===== src/rtl/mram_pkg.sv =====
// mram_pkg: shared definitions for the MRAM datapath blocks.
//   - bus widths for the parallel MRAM pins
//   - sequencer FSM state type
//   - idle (deasserted) level of the active-low strobes, shared by the serial
//     front end, the bus sequencer and the parallel-to-serial return stage
package mram_pkg;

  localparam int MRAM_ADDR_W = 20;
  localparam int MRAM_DATA_W = 16;

  typedef enum logic [2:0] {
    ST_IDLE,
    ST_SETUP,
    ST_WR_PULSE,
    ST_RD_ACCESS,
    ST_HOLD
  } mram_state_t;

  typedef struct packed {
    logic ce_n;
    logic we_n;
    logic oe_n;
    logic lb_n;
    logic ub_n;
  } mram_strobe_t;

  localparam mram_strobe_t MRAM_STROBE_IDLE = mram_strobe_t'(5'b11111);

  function automatic int max4(input int a, input int b, input int c, input int d);
    int m;
    m = a;
    if (b > m) m = b;
    if (c > m) m = c;
    if (d > m) m = d;
    return m;
  endfunction

endpackage


===== src/rtl/mram_bus_ctrl_if.sv =====
// mram_bus_ctrl_if: request/response handshake between the serial front end
// (master) and the MRAM bus sequencer (slave).
//   req_valid/req_ready  request handshake, accepted when both high at clk edge
//   req_write/addr/wdata/byte_en  transaction fields
//   rsp_valid  one-cycle completion pulse, rsp_rdata  captured read word
interface mram_bus_ctrl_if;
  import mram_pkg::*;

  logic                   req_valid;
  logic                   req_ready;
  logic                   req_write;
  logic [MRAM_ADDR_W-1:0] req_addr;
  logic [MRAM_DATA_W-1:0] req_wdata;
  logic [1:0]             req_byte_en;
  logic                   rsp_valid;
  logic [MRAM_DATA_W-1:0] rsp_rdata;

  modport master (
    output req_valid, req_write, req_addr, req_wdata, req_byte_en,
    input  req_ready, rsp_valid, rsp_rdata
  );

  modport slave (
    input  req_valid, req_write, req_addr, req_wdata, req_byte_en,
    output req_ready, rsp_valid, rsp_rdata
  );

endinterface


===== src/rtl/mram_cycle_timer.sv =====
// mram_cycle_timer: loadable down-counter timing each sequencer phase.
//   clk, rst   clock, synchronous active-high reset
//   load       load load_val this cycle (takes priority over decrement)
//   load_val   phase length minus one
//   done       counter is at zero: current cycle is the last of the phase
module mram_cycle_timer #(
  parameter int W = 2
) (
  input  logic         clk,
  input  logic         rst,
  input  logic         load,
  input  logic [W-1:0] load_val,
  output logic         done
);

  logic [W-1:0] cnt;

  always_ff @(posedge clk) begin
    if (rst)               cnt <= '0;
    else if (load)         cnt <= load_val;
    else if (cnt != '0)    cnt <= cnt - W'(1);
  end

  assign done = (cnt == '0);

endmodule


===== src/rtl/mram_bus_ctrl.sv =====
// mram_bus_ctrl: MRAM timing sequencer. Takes one transaction at a time over
// the bus interface and runs a counter-timed write or read cycle on the pins.
//   clk, rst         clock, synchronous active-high reset
//   bus (slave)      request/response handshake
//   mram_addr        address pins
//   mram_dq_out/oe   write data and DQ output enable (IOBUF built above)
//   mram_dq_in       read data from the pins
//   mram_*_n         active-low chip/write/output/byte strobes
// Every pin is a flop loaded from the next-state decode, so nothing on the
// request side reaches the pins combinationally.
module mram_bus_ctrl
  import mram_pkg::*;
#(
  parameter int SETUP_CYC     = 1,
  parameter int WR_PULSE_CYC  = 3,
  parameter int RD_ACCESS_CYC = 3,
  parameter int HOLD_CYC      = 1
) (
  input  logic                   clk,
  input  logic                   rst,
  mram_bus_ctrl_if.slave         bus,
  output logic [MRAM_ADDR_W-1:0] mram_addr,
  output logic [MRAM_DATA_W-1:0] mram_dq_out,
  output logic                   mram_dq_oe,
  input  logic [MRAM_DATA_W-1:0] mram_dq_in,
  output logic                   mram_ce_n,
  output logic                   mram_we_n,
  output logic                   mram_oe_n,
  output logic                   mram_lb_n,
  output logic                   mram_ub_n
);

  localparam int CW = $clog2(max4(SETUP_CYC, WR_PULSE_CYC, RD_ACCESS_CYC, HOLD_CYC) + 1);

  mram_state_t  state, state_nxt;
  logic         accept, done, ld;
  logic [CW-1:0] ld_val;
  logic         is_wr, wr_nxt;
  logic [1:0]   be, be_nxt;
  mram_strobe_t stb_nxt;
  logic         dq_oe_nxt;

  assign bus.req_ready = (state == ST_IDLE);
  assign accept        = bus.req_valid && (state == ST_IDLE);

  mram_cycle_timer #(.W(CW)) u_timer (
    .clk      (clk),
    .rst      (rst),
    .load     (ld),
    .load_val (ld_val),
    .done     (done)
  );

  // state register
  always_ff @(posedge clk) begin
    if (rst) state <= ST_IDLE;
    else     state <= state_nxt;
  end

  // next state; the timer is reloaded on every phase change
  always_comb begin
    state_nxt = state;
    ld        = 1'b0;
    ld_val    = '0;
    case (state)
      ST_IDLE: if (accept) begin
        state_nxt = ST_SETUP;
        ld        = 1'b1;
        ld_val    = CW'(SETUP_CYC - 1);
      end
      ST_SETUP: if (done) begin
        state_nxt = is_wr ? ST_WR_PULSE : ST_RD_ACCESS;
        ld        = 1'b1;
        ld_val    = is_wr ? CW'(WR_PULSE_CYC - 1) : CW'(RD_ACCESS_CYC - 1);
      end
      ST_WR_PULSE, ST_RD_ACCESS: if (done) begin
        state_nxt = ST_HOLD;
        ld        = 1'b1;
        ld_val    = CW'(HOLD_CYC - 1);
      end
      ST_HOLD: if (done) state_nxt = ST_IDLE;
      default: state_nxt = ST_IDLE;
    endcase
  end

  // pin decode for the coming cycle; on the accept edge the latches are not
  // loaded yet, so take direction/byte enables straight from the request
  assign wr_nxt = accept ? bus.req_write   : is_wr;
  assign be_nxt = accept ? bus.req_byte_en : be;

  always_comb begin
    stb_nxt   = MRAM_STROBE_IDLE;
    dq_oe_nxt = 1'b0;
    if (state_nxt != ST_IDLE) begin
      stb_nxt.ce_n = 1'b0;
      stb_nxt.lb_n = ~be_nxt[0];
      stb_nxt.ub_n = ~be_nxt[1];
      dq_oe_nxt    = wr_nxt;
    end
    case (state_nxt)
      ST_WR_PULSE:  stb_nxt.we_n = 1'b0;
      ST_RD_ACCESS: begin
        stb_nxt.oe_n = 1'b0;
        dq_oe_nxt    = 1'b0;
      end
      default: ;
    endcase
  end

  always_ff @(posedge clk) begin
    if (rst) begin
      {mram_ce_n, mram_we_n, mram_oe_n, mram_lb_n, mram_ub_n} <= MRAM_STROBE_IDLE;
      mram_dq_oe    <= 1'b0;
      mram_addr     <= '0;
      mram_dq_out   <= '0;
      is_wr         <= 1'b0;
      be            <= 2'b00;
      bus.rsp_valid <= 1'b0;
      bus.rsp_rdata <= '0;
    end else begin
      {mram_ce_n, mram_we_n, mram_oe_n, mram_lb_n, mram_ub_n} <= stb_nxt;
      mram_dq_oe    <= dq_oe_nxt;
      bus.rsp_valid <= (state == ST_HOLD) && done;
      if (accept) begin
        mram_addr <= bus.req_addr;
        is_wr     <= bus.req_write;
        be        <= bus.req_byte_en;
        if (bus.req_write) mram_dq_out <= bus.req_wdata;
      end
      // capture on the edge closing the last OE-low cycle
      if (state == ST_RD_ACCESS && done)
        bus.rsp_rdata <= mram_dq_in & {{8{be[1]}}, {8{be[0]}}};
    end
  end

  param_min_a: assert property (@(posedge clk)
    (SETUP_CYC >= 1) && (WR_PULSE_CYC >= 1) && (RD_ACCESS_CYC >= 1) && (HOLD_CYC >= 1));

endmodule


===== src/flat_wrapper.sv =====
// flat-port wrapper written by rule: the top's interface ports become plain ports
module mram_bus_ctrl_flat import mram_pkg::*;
#(
  parameter int SETUP_CYC     = 1,
  parameter int WR_PULSE_CYC  = 3,
  parameter int RD_ACCESS_CYC = 3,
  parameter int HOLD_CYC      = 1
)
  (clk, rst, mram_addr, mram_dq_out, mram_dq_oe, mram_dq_in, mram_ce_n, mram_we_n, mram_oe_n, mram_lb_n, mram_ub_n, bus_req_valid, bus_req_write, bus_req_addr, bus_req_wdata, bus_req_byte_en, bus_req_ready, bus_rsp_valid, bus_rsp_rdata);
  mram_bus_ctrl_if bus_i ();
  input  logic clk;
  input  logic rst;
  output logic [MRAM_ADDR_W-1:0] mram_addr;
  output logic [MRAM_DATA_W-1:0] mram_dq_out;
  output logic mram_dq_oe;
  input  logic [MRAM_DATA_W-1:0] mram_dq_in;
  output logic mram_ce_n;
  output logic mram_we_n;
  output logic mram_oe_n;
  output logic mram_lb_n;
  output logic mram_ub_n;
  input wire logic [$bits(bus_i.req_valid)-1:0] bus_req_valid;
  input wire logic [$bits(bus_i.req_write)-1:0] bus_req_write;
  input wire logic [$bits(bus_i.req_addr)-1:0] bus_req_addr;
  input wire logic [$bits(bus_i.req_wdata)-1:0] bus_req_wdata;
  input wire logic [$bits(bus_i.req_byte_en)-1:0] bus_req_byte_en;
  output wire logic [$bits(bus_i.req_ready)-1:0] bus_req_ready;
  output wire logic [$bits(bus_i.rsp_valid)-1:0] bus_rsp_valid;
  output wire logic [$bits(bus_i.rsp_rdata)-1:0] bus_rsp_rdata;
  assign bus_i.req_valid = bus_req_valid;
  assign bus_i.req_write = bus_req_write;
  assign bus_i.req_addr = bus_req_addr;
  assign bus_i.req_wdata = bus_req_wdata;
  assign bus_i.req_byte_en = bus_req_byte_en;
  assign bus_req_ready = bus_i.req_ready;
  assign bus_rsp_valid = bus_i.rsp_valid;
  assign bus_rsp_rdata = bus_i.rsp_rdata;
  mram_bus_ctrl #(.SETUP_CYC(SETUP_CYC), .WR_PULSE_CYC(WR_PULSE_CYC), .RD_ACCESS_CYC(RD_ACCESS_CYC), .HOLD_CYC(HOLD_CYC)) u_core (.clk(clk), .rst(rst), .bus(bus_i), .mram_addr(mram_addr), .mram_dq_out(mram_dq_out), .mram_dq_oe(mram_dq_oe), .mram_dq_in(mram_dq_in), .mram_ce_n(mram_ce_n), .mram_we_n(mram_we_n), .mram_oe_n(mram_oe_n), .mram_lb_n(mram_lb_n), .mram_ub_n(mram_ub_n));
endmodule

===== config.mk =====
export PLATFORM = sky130hd
export DESIGN_NAME = mram_bus_ctrl_flat
export DESIGN_NICKNAME = d
export VERILOG_FILES = /design/src/rtl/mram_pkg.sv /design/src/rtl/mram_bus_ctrl_if.sv /design/src/rtl/mram_cycle_timer.sv /design/src/rtl/mram_bus_ctrl.sv /design/src/flat_wrapper.sv
export SDC_FILE = /design/constraint.sdc
export NUM_CORES = 1
export LEC_CHECK = 0
export CORE_ASPECT_RATIO = 0.75
export CORE_MARGIN = 2
export CORE_UTILIZATION = 60
export DETAILED_ROUTE_END_ITERATION = 12
export DONT_BUFFER_PORTS = 1
export PLACE_DENSITY = 0.72
export SETUP_SLACK_MARGIN = 0.2
export SLEW_MARGIN = 20
export SYNTH_ARGS = -nofsm -noshare
export SYNTH_HDL_FRONTEND = slang
export SYNTH_SLANG_ARGS = --single-unit

===== constraint.sdc =====
create_clock -name clk -period 3.35 [get_ports clk]
set_input_delay 0.335 -clock clk [delete_from_list [all_inputs] [get_ports clk]]
set_output_delay 0.335 -clock clk [all_outputs]
set_load 0.02 [all_outputs]

==> out/qor.txt, run 1 <==
clk_lat worst skew: 0.33 ns
PostCTS Resize Cnt: 0
CP Max Fanout: 16
CP Cell Sequence: nor2b_1 -> nor2b_1 -> nand3_1 -> a21oi_1
post-DR vias/cell: 5.52
Req. time, crit path: 3.61 ns
H-tree Lvls: 3
die area: 0.00470 mm²
worst hold path type: in -> reg
Post-Synth XOR/XNOR Area: 0.351%
first-pass GRT wire length: 8070 µm
Peak Freq: 461 MHz
Top delay family on crit path: simple AND/OR/NAND/NOR gates
Lkg Pwr: 0.000946 µW
CP max stage cell: nor2b_1
drt pass-1 iters: 4
crit-path max cell delay: 0.86 ns
clk slew on worst S/H paths: 0.07 ns
most instantiated cells after synthesis: nand2_1 (100), dfxtp_1 (67), a21oi_1 (57), nand3_1 (18), clkbuf_1 (13)
Yosys reg bits: 67
leading area contributor after synthesis: dfxtp_1
io pins: 118
via count: 1937
drt total wl: 5230 µm
Final Skew: 0.00781 ns
initial core utilization: 62.0%
standard-cell row count: 20
number of global-route vias before repair: 1695
Yosys Warn Count: 0
Async S/R FF share, synth: 0%
post-synthesis compound-gate area fraction: 14.3%
Synth top area share: 53.7%
R2R Setup Slk: 1.18 ns
total clock sinks: 67
Final Power: 2230 µW
gpl congestion: 0.803
syn_nets: 362
CP arrival: 2.43 ns
cts bufs inserted: 9
setup TNS: 0 ns
I/O Buffers: 0
max capacitance violation total: 0
Bufs on Longest Clock Path: 2
hpwl dp: 3550 µm
CP Launch Type: flip-flop
DR DRC count: 0
top cells by area, synth: dfxtp_1 (54%), nand2_1 (15%), a21oi_1 (11%)
Worst Hold Depth: 1
WP buf/inv: 0
largest net degree at the start of global routing: 63
all-layer global routing usage: 22.8%
Post-synth EDFFs: 0
Final period util: 64.7%
Post-CTS Hold Buffers: 0
count leader, synth: nand2_1
final hold vios: 0
critical path's most frequent cell: nor2b_1
VDD IR-drop max: 410 µV
mux contribution to synthesized area: 0.451%
endpoints failing setup: 0
RSZ-0062 raised after global routing: false
antenna cells: 0
Syn Std Cell Area: 0.00250 mm²
initial antenna violation count: 0
postcts setup bufs: 0
slew at the pin closest to its max-slew limit: 1.05 ns
Cell variety after synth: 30
post-synthesis sequential area ratio: 53.7%
grt ovf: 0
Syn-to-layout area delta: 7.46%
Primary FF master, synth: dfxtp_1
Post-Syn Area per Cell: 8.24 µm²
Synth Area in Simple Gates: 24.8%
NumNets Final: 350
post-synthesis adder-cell area fraction: 0.501%
minimum clock period: 2.17 ns
DR WL/cell: 14.9 µm
Chip Height: 59.9 µm
area of the multi-input gates: 0.00101 mm²
Die X: 78.5 µm
CTS tree: yes
post-route ant nets: 0
share of layout cells above drive strength 1: 8.78%
CTS root buf: clkbuf_8
register area: 0.00134 mm²
Power Dens Cells: 830 mW/mm²
Iteration-0 DRC Markers: 149
status: completed
worst setup path class: reg -> reg
worst r2r path cells: 4
Synth Instances: 303
core footprint: 0.00403 mm²
critical path capture point type: flip-flop
Levels on crit path: 4
main combinational cell family by area after synthesis: simple AND/OR/NAND/NOR gates
fin. max-slew vios: 0
fill count: 359
Slew HR: 29.8%
power by group:
part | switching, µW | leakage, µW | internal (µW)
Combinational | 242 | 0.000278 | 139
Sequential | 168 | 0.000546 | 890
Clock | 288 | 0.000122 | 501
Total | 698 | 0.000946 | 1530
metal layers:
metal,track usage (%),share of wire [%],vias to the layer above
li1,-,-,970
met1,27.1,42,873
met2,35.2,46,90
met3,11.8,12,4
met4,9.77,0.73,0
met5,0,0,-
stage by stage:
| step | hold slack (ns) | worst slack (ns) | cells | cell area, µm² | util [%] |
|---|---|---|---|---|---|
| floorplan | 0.471 | 1.80 | 303 | 2500 | - |
| global placement | 0.408 | 1.29 | 335 | 2440 | 60.5 |
| detailed placement | 0.410 | 1.21 | 335 | 2440 | 60.5 |
| CTS | 0.0485 | 1.20 | 351 | 2680 | 66.6 |
| global route | 0.0483 | 1.01 | 351 | 2680 | 66.6 |
| finish | 0.0686 | 1.18 | 351 | 2680 | 66.6 |
cell usage in the layout, fill, tap and decap left out, types with 2 or more instances in the layout:
master / netlist / layout
clkbuf_8: 0 / 13
dfxtp_1: 67 / 67
nor3_1: 7 / 7
nor2b_1: 2 / 2
nand2b_1: 2 / 2
a21oi_1: 57 / 57
nand2_1: 100 / 100
bufinv_16: 0 / 2
inv_1: 3 / 3
o21ai_0: 4 / 4
nor2_1: 4 / 4
a21oi_2: 2 / 2
nand3_1: 18 / 18
sequential cells by signal, summed over array words and instances, names as in the netlist, 2 cells and up:
register              count
u_core.be                 2
u_core.mram_dq_out       16
u_core.state              3
u_core.mram_addr         20
u_core.bus.rsp_rdata     16
u_core.u_timer.cnt        2
worst paths after layout:
kind,start,to
max,u_core.state[1],u_core.bus.rsp_rdata[13]
min,rst,u_core.mram_dq_out[0]
max reg2reg,u_core.state[1],u_core.bus.rsp_rdata[13]
min reg2reg,u_core.is_wr,u_core.is_wr
layout make-up:
| cell class | count | share of cell area [%] |
|---|---|---|
| clock buffer | 13 | 6.67 |
| clock inverter | 3 | 2.52 |
| inverter | 3 | 0.420 |
| multi-input combinational | 209 | 37.6 |
| sequential | 67 | 50.0 |
| tap | 55 | 2.56 |
| timing repair buffer | 1 | 0.280 |
cells by family (layout without fill, tap and decap cells):
family	after synthesis	after routing
buf+inv	27	20
fa+ha+maj	1	1
mux	1	1
flops	67	67
simple gates	140	140
xor+xnor	1	1
compound gates	66	66
(Power assumes the default switching activity.)
==> run 2, diff against run 1 <==
- clock period: 3.35 -> 2 ns (I/O delays scaled with it)
==> out/qor.txt, run 2 (synthesis results as in run 1) <==
Peak Freq: 599 MHz
cts bufs inserted: 9 (unchanged)
Slew HR: 48.3% (was 29.8%)
Placed Cells: 337 (was 335)
max reg flops: 20 (unchanged)
DR DRC count: 0 (unchanged)
Power Dens Cells: 1200 mW/mm² (was 830 mW/mm²)
CP Launch Type: flip-flop (unchanged)
Bufs on Longest Clock Path: 2 (unchanged)
clk slew on worst S/H paths: 0.07 ns (about the same)
total clock sinks: 67 (unchanged)
Syn-to-layout area delta: 20.3% (was 7.46%)
initial core utilization: 62.0% (unchanged)
crit-path max cell delay: 0.69 ns (was 0.86 ns)
minimum clock period: 1.67 ns
gpl congestion: 0.842 (was 0.803)
Biggest register: u_core.mram_addr (unchanged)
most frequent cells in the layout: nand2_1 (100), dfxtp_1 (67), a21oi_1 (57) (unchanged)
post-route ant nets: 0 (unchanged)
largest net degree at the start of global routing: 63 (unchanged)
RSZ-0062 raised after global routing: false (unchanged)
WP buf/inv: 0 (unchanged)
fill count: 284 (was 359)
slew at the pin closest to its max-slew limit: 0.769 ns (was 1.05 ns)
Largest regs: u_core.mram_addr: 20 flops, u_core.bus.rsp_rdata: 16 flops, u_core.mram_dq_out: 16 flops (unchanged)
share of layout cells above drive strength 1: 8.16% (was 8.78%)
CP max stage cell: nor3_1 (was nor2b_1)
CP Cell Sequence: nor3_1 (was nor2b_1 -> nor2b_1 -> nand3_1 -> a21oi_1)
final hold vios: 0 (unchanged)
worst hold path type: in -> reg (unchanged)
clk_lat worst skew: 0.34 ns (was 0.33 ns)
core footprint: 0.00403 mm² (unchanged)
placed instance area: 0.00245 mm² (was 0.00244 mm²)
Final Skew: 0.00387 ns (was 0.00781 ns)
I/O Buffers: 0 (unchanged)
drt pass-1 iters: 4 (unchanged)
all-layer global routing usage: 25.5% (was 22.8%)
initial antenna violation count: 0 (unchanged)
Iteration-0 DRC Markers: 154 (was 149)
hpwl dp: 3590 µm (was 3550 µm)
Lkg Pwr: 0.00108 µW (was 0.000946 µW)
Req. time, crit path: 1.80 ns (was 3.61 ns)
Die X: 78.5 µm (unchanged)
postcts setup bufs: 0 (unchanged)
critical path capture point type: output pin (was flip-flop)
io pins: 118 (unchanged)
number of global-route vias before repair: 1917 (was 1695)
status: completed (unchanged)
Top delay family on crit path: simple AND/OR/NAND/NOR gates (unchanged)
post-DR vias/cell: 5.37 (was 5.52)
antenna cells: 0 (unchanged)
CP arrival: 1.47 ns (was 2.43 ns)
drt total wl: 5860 µm (was 5230 µm)
CTS root buf: clkbuf_8 (unchanged)
standard-cell row count: 20 (unchanged)
grt ovf: 0 (unchanged)
CP Max Fanout: 13 (was 16)
endpoints failing setup: 0 (unchanged)
first-pass GRT wire length: 8960 µm (was 8070 µm)
setup TNS: 0 ns (unchanged)
Final Power: 3600 µW (was 2230 µW)
via count: 2073 (was 1937)
VDD IR-drop max: 827 µV (was 410 µV)
Chip Height: 59.9 µm (unchanged)
worst setup path class: reg -> out (was reg -> reg)
most common cell after layout, fill and taps aside: nand2_1 (unchanged)
die area: 0.00470 mm² (unchanged)
final instance area: 0.00301 mm² (was 0.00268 mm²)
max capacitance violation total: 0 (unchanged)
DR WL/cell: 15.2 µm (was 14.9 µm)
H-tree Lvls: 3 (unchanged)
Final period util: 83.5%
final std cells w/o fill: 386 (was 351)
CTS tree: yes (unchanged)
NumNets Final: 386 (was 350)
fin. max-slew vios: 0 (unchanged)
-- run 2: changes by cell type in the layout (fill, tap and decap cells not counted), sizes merged --
cell / before / now
clkinv: 0 / 1
dlygate4sd3: 0 / 33
buf: 1 / 4
clkinvlp: 1 / 0
bufinv: 2 / 1
-- run 2: per-stage QoR --
stage          hold slack [ns]  setup slack, ns  utilization, %
3_5_place_dp             0.275            0.356            60.9
3_3_place_gp             0.273            0.383            60.9
6_report               0.00995            0.330            74.6
2_1_floorplan            0.336            0.445               -
4_1_cts               0.000527            0.322            74.6
5_1_grt               0.000681            0.223            74.6
-- run 2: worst paths after layout --
path / from / to / slack (ns) / cells after the start
max: u_core.state[1] / bus_req_ready / 0.33 / 1
min: bus_req_wdata[12] / u_core.mram_dq_out[12] / 0.01 / 2
max reg2reg: u_core.state[0] / u_core.mram_dq_oe / 0.37 / 4
min reg2reg: u_core.is_wr / u_core.is_wr / 0.51 / 2
-- run 2: routing by layer --
layer	GRT usage, %	wire length (µm)
met2	43.2	2830
met5	0	0
met1	27.8	2330
met3	15.6	657
met4	6.02	47
-- run 2: layout make-up --
type,instances,area [µm²],share of cell area [%]
Sequential cell,67,1340,44.6
Multi-Input combinational cell,209,1010,33.6
Timing Repair Buffer,37,380,12.7
Clock buffer,13,159,5.29
Tap cell,55,68.8,2.29
Clock inverter,2,35.0,1.17
Inverter,3,11.3,0.375
-- run 2: what timing repair did --
action                                 CTS  global route
gates resized for setup                  0             1
hold buffers                            34             0
endpoints found under the hold margin   66             0
setup endpoints to repair                0            12
-- run 2: where the power goes --
group          internal (µW)  switching (µW)  leakage [µW]  total [µW]
Sequential              1490             282      0.000546        1770
Combinational            286             446      0.000439         733
Clock                    636             458     0.0000995        1090
Total                   2410            1190       0.00108        3600
==> run 3, diff against run 2 <==
- ABC_AREA: not set -> 1
- CORE_UTILIZATION: 60 -> 56
- PLACE_DENSITY: 0.72 -> 0.7
- clock period: 2 -> 1.4 ns (I/O delays scaled with it)
==> out/qor.txt, run 3 <==
fin. max-slew vios: 0 (unchanged)
violated checks: negative hold slack
Post-Syn Area per Cell: 8.85 µm² (was 8.24 µm²)
CP Cell Sequence: inv_2 -> ha_4 -> nand3_4 -> nor2_8 -> buf_6 -> buf_12 -> nand3_2 -> a21oi_2 (was nor3_1)
RSZ-0062 raised after global routing: true (was false)
post-route ant nets: 0 (unchanged)
Power Dens Cells: 1640 mW/mm² (was 1200 mW/mm²)
via count: 2159 (was 2073)
Biggest register: u_core.mram_addr (unchanged)
core footprint: 0.00455 mm² (was 0.00403 mm²)
Primary FF master, synth: dfxtp_1 (unchanged)
initial antenna violation count: 0 (unchanged)
Top delay family on crit path: simple AND/OR/NAND/NOR gates (unchanged)
endpoints failing setup: 0 (unchanged)
I/O Buffers: 0 (unchanged)
NumNets Final: 397 (was 386)
H-tree Lvls: 3 (unchanged)
worst r2r path cells: 8 (was 4)
count leader, synth: dfxtp_1 (was nand2_1)
drt pass-1 iters: 4 (unchanged)
CP Launch Type: flip-flop (unchanged)
Yosys reg bits: 67 (unchanged)
share of layout cells above drive strength 1: 35.7% (was 8.16%)
die area: 0.00537 mm² (was 0.00470 mm²)
critical path capture point type: flip-flop (was output pin)
Bufs on Longest Clock Path: 2 (unchanged)
Chip Height: 63.9 µm (was 59.9 µm)
Die X: 83.9 µm (was 78.5 µm)
CTS tree: yes (unchanged)
post-DR vias/cell: 5.41 (was 5.37)
Peak Freq: 747 MHz
Req. time, crit path: 1.68 ns (was 1.80 ns)
Syn-to-layout area delta: 26.9% (was 20.3%)
final hold vios: 47 (was 0)
post-synthesis sequential area ratio: 50.0% (was 53.7%)
Final Power: 5580 µW (was 3600 µW)
Largest regs: u_core.mram_addr: 20 flops, u_core.bus.rsp_rdata: 16 flops, u_core.mram_dq_out: 16 flops (unchanged)
DR DRC count: 0 (unchanged)
standard-cell row count: 21 (was 20)
Final Skew: 0.00705 ns (was 0.00387 ns)
Async S/R FF share, synth: 0% (unchanged)
CP arrival: 1.62 ns (was 1.47 ns)
io pins: 118 (unchanged)
top cells by area, synth: dfxtp_1 (50%), a21oi_1 (8.2%), nand2_1 (6.3%) (was dfxtp_1 (54%), nand2_1 (15%), a21oi_1 (11%))
most frequent cells in the layout: dfxtp_1 (63), nand2_1 (41), a21oi_1 (37) (was nand2_1 (100), dfxtp_1 (67), a21oi_1 (57))
cts bufs inserted: 9 (unchanged)
crit-path max cell delay: 0.32 ns (was 0.69 ns)
grt ovf: 0 (unchanged)
Slew HR: 80.8% (was 48.3%)
status: finished with violations (was completed)
CP max stage cell: dfxtp_2 (was nor3_1)
Synth Instances: 303 (unchanged)
leading area contributor after synthesis: dfxtp_1 (unchanged)
minimum clock period: 1.34 ns
Cell variety after synth: 30 (unchanged)
number of global-route vias before repair: 2112 (was 1917)
drt total wl: 6140 µm (was 5860 µm)
Synth top area share: 50.0% (was 53.7%)
Final period util: 95.6%
initial core utilization: 59.0% (was 62.0%)
all-layer global routing usage: 24.0% (was 25.5%)
setup TNS: 0 ns (unchanged)
slew at the pin closest to its max-slew limit: 0.288 ns (was 0.769 ns)
max reg flops: 20 (unchanged)
WHS: -0.146 ns (was 0.00995 ns)
antenna cells: 0 (unchanged)
max capacitance violation total: 0 (unchanged)
clk slew on worst S/H paths: 0.07 ns (about the same)
DR WL/cell: 15.4 µm (was 15.2 µm)
Syn Std Cell Area: 0.00268 mm² (was 0.00250 mm²)
Lkg Pwr: 0.00122 µW (was 0.00108 µW)
WP buf/inv: 3 (was 0)
gpl congestion: 0.818 (was 0.842)
fill count: 312 (was 284)
total clock sinks: 67 (unchanged)
CP Max Fanout: 6 (was 13)
Post-CTS Hold Buffers: 15 (was 34)
syn_nets: 362 (unchanged)
Levels on crit path: 8 (was 1)
VDD IR-drop max: 1180 µV (was 827 µV)
most instantiated cells after synthesis: dfxtp_1 (67), nand2_1 (45), a21oi_1 (44), nand3_1 (29), inv_1 (23) (was nand2_1 (100), dfxtp_1 (67), a21oi_1 (57), nand3_1 (18), clkbuf_1 (13))
first-pass GRT wire length: 10100 µm (was 8960 µm)
Post-synth EDFFs: 0 (unchanged)
Iteration-0 DRC Markers: 102 (was 154)
most common cell after layout, fill and taps aside: dfxtp_1 (was nand2_1)
clk_lat worst skew: 0.34 ns (about the same)
Yosys Warn Count: 0 (unchanged)
Worst Hold Depth: 1 (was 2)
worst hold path type: in -> reg (unchanged)
hpwl dp: 3640 µm (was 3590 µm)
largest net degree at the start of global routing: 45 (was 63)
worst setup path class: reg -> reg (was reg -> out)
R2R Setup Slk: 0.06 ns (was 0.37 ns)
CTS root buf: clkbuf_8 (unchanged)
==> run 3: changes by cell type in the layout (fill, tap and decap cells not counted), sizes merged, moves of 16 or more <==
cell | previous run | this run
dlygate4sd3 | 33 | 15
buf | 4 | 27
o21ai | 4 | 20
nand2 | 102 | 55
nand3 | 18 | 42
inv | 3 | 28
==> run 3: worst paths after layout <==
path | from | endpoint
worst max-delay path | u_core.u_timer.cnt[1] | u_core.bus.rsp_rdata[9]
worst min-delay path | rst | u_core.mram_addr[11]
worst max register to register | u_core.u_timer.cnt[1] | u_core.bus.rsp_rdata[9]
worst min register to register | u_core.be[0] | u_core.be[0]
==> run 3: timing repair <==
action                                  CTS  global route
endpoints found under the hold margin    62            47
gates resized for setup                  22            41
endpoints found under the setup margin   59            64
cloned                                    4             0
pin swaps                                 7            15
setup buffers                            13             3
==> run 3: worst reg2reg max path, delay by kind of cell (launching register included) <==
family | cells | cell delay [ns]
adder cells (fa/ha/maj) | 1 | 0.18
AO/OA/AOI/OAI | 1 | 0.13
flip-flops | 1 | 0.32
buffers and inverters | 3 | 0.28
AND/OR/NAND/NOR | 3 | 0.36
==> run 3: final cells by class <==
type,count,area [µm²],share of cell area [%]
timing repair buffer,42,462,13.6
sequential,67,1350,39.7
tap,57,71.3,2.09
clock inverter,3,15.0,0.441
inverter,27,111,3.27
clock buffer,12,145,4.26
timing repair inverter,1,6.26,0.184
multi-input combinational,190,1240,36.5
==> run 3: kinds of logic (layout without fill, tap and decap cells) <==
| logic type | Yosys count | count (layout) | share of synthesized area (%) |
|---|---|---|---|
| AO/OA/AOI/OAI | 78 | 78 | 16.6 |
| adder cells (fa/ha/maj) | 1 | 1 | 0.466 |
| buffers and inverters | 46 | 85 | 9.42 |
| flip-flops | 67 | 67 | 50.0 |
| AND/OR/NAND/NOR | 111 | 111 | 23.5 |
==> run 3: report_power, final <==
part	leakage, µW	switching, µW	internal, µW
registers	0.000549	384	2160
clock network	0.0000860	667	672
logic	0.000581	932	761
==> run 3: per-stage QoR <==
step	instance area [µm²]	worst slack [ns]	utilization, %	cells
floorplan	2700	0.147	-	303
global placement	2740	0.114	60.2	351
detailed placement	2740	0.0516	60.2	351
CTS	3310	0.0593	72.9	398
global route	3400	-0.00607	74.9	399
finish	3400	0.0614	74.9	399
==> run 3: metal layers <==
| metal | wire (µm) | share of wire [%] | track usage, % | vias to the layer above |
|---|---|---|---|---|
| met4 | 99 | 1.6 | 9.27 | 0 |
| met2 | 2950 | 48 | 37.3 | 83 |
| met1 | 2590 | 42 | 29.6 | 990 |
| met3 | 502 | 8.2 | 10.5 | 10 |
| met5 | 0 | 0 | 0 | - |
| li1 | - | - | - | 1076 |
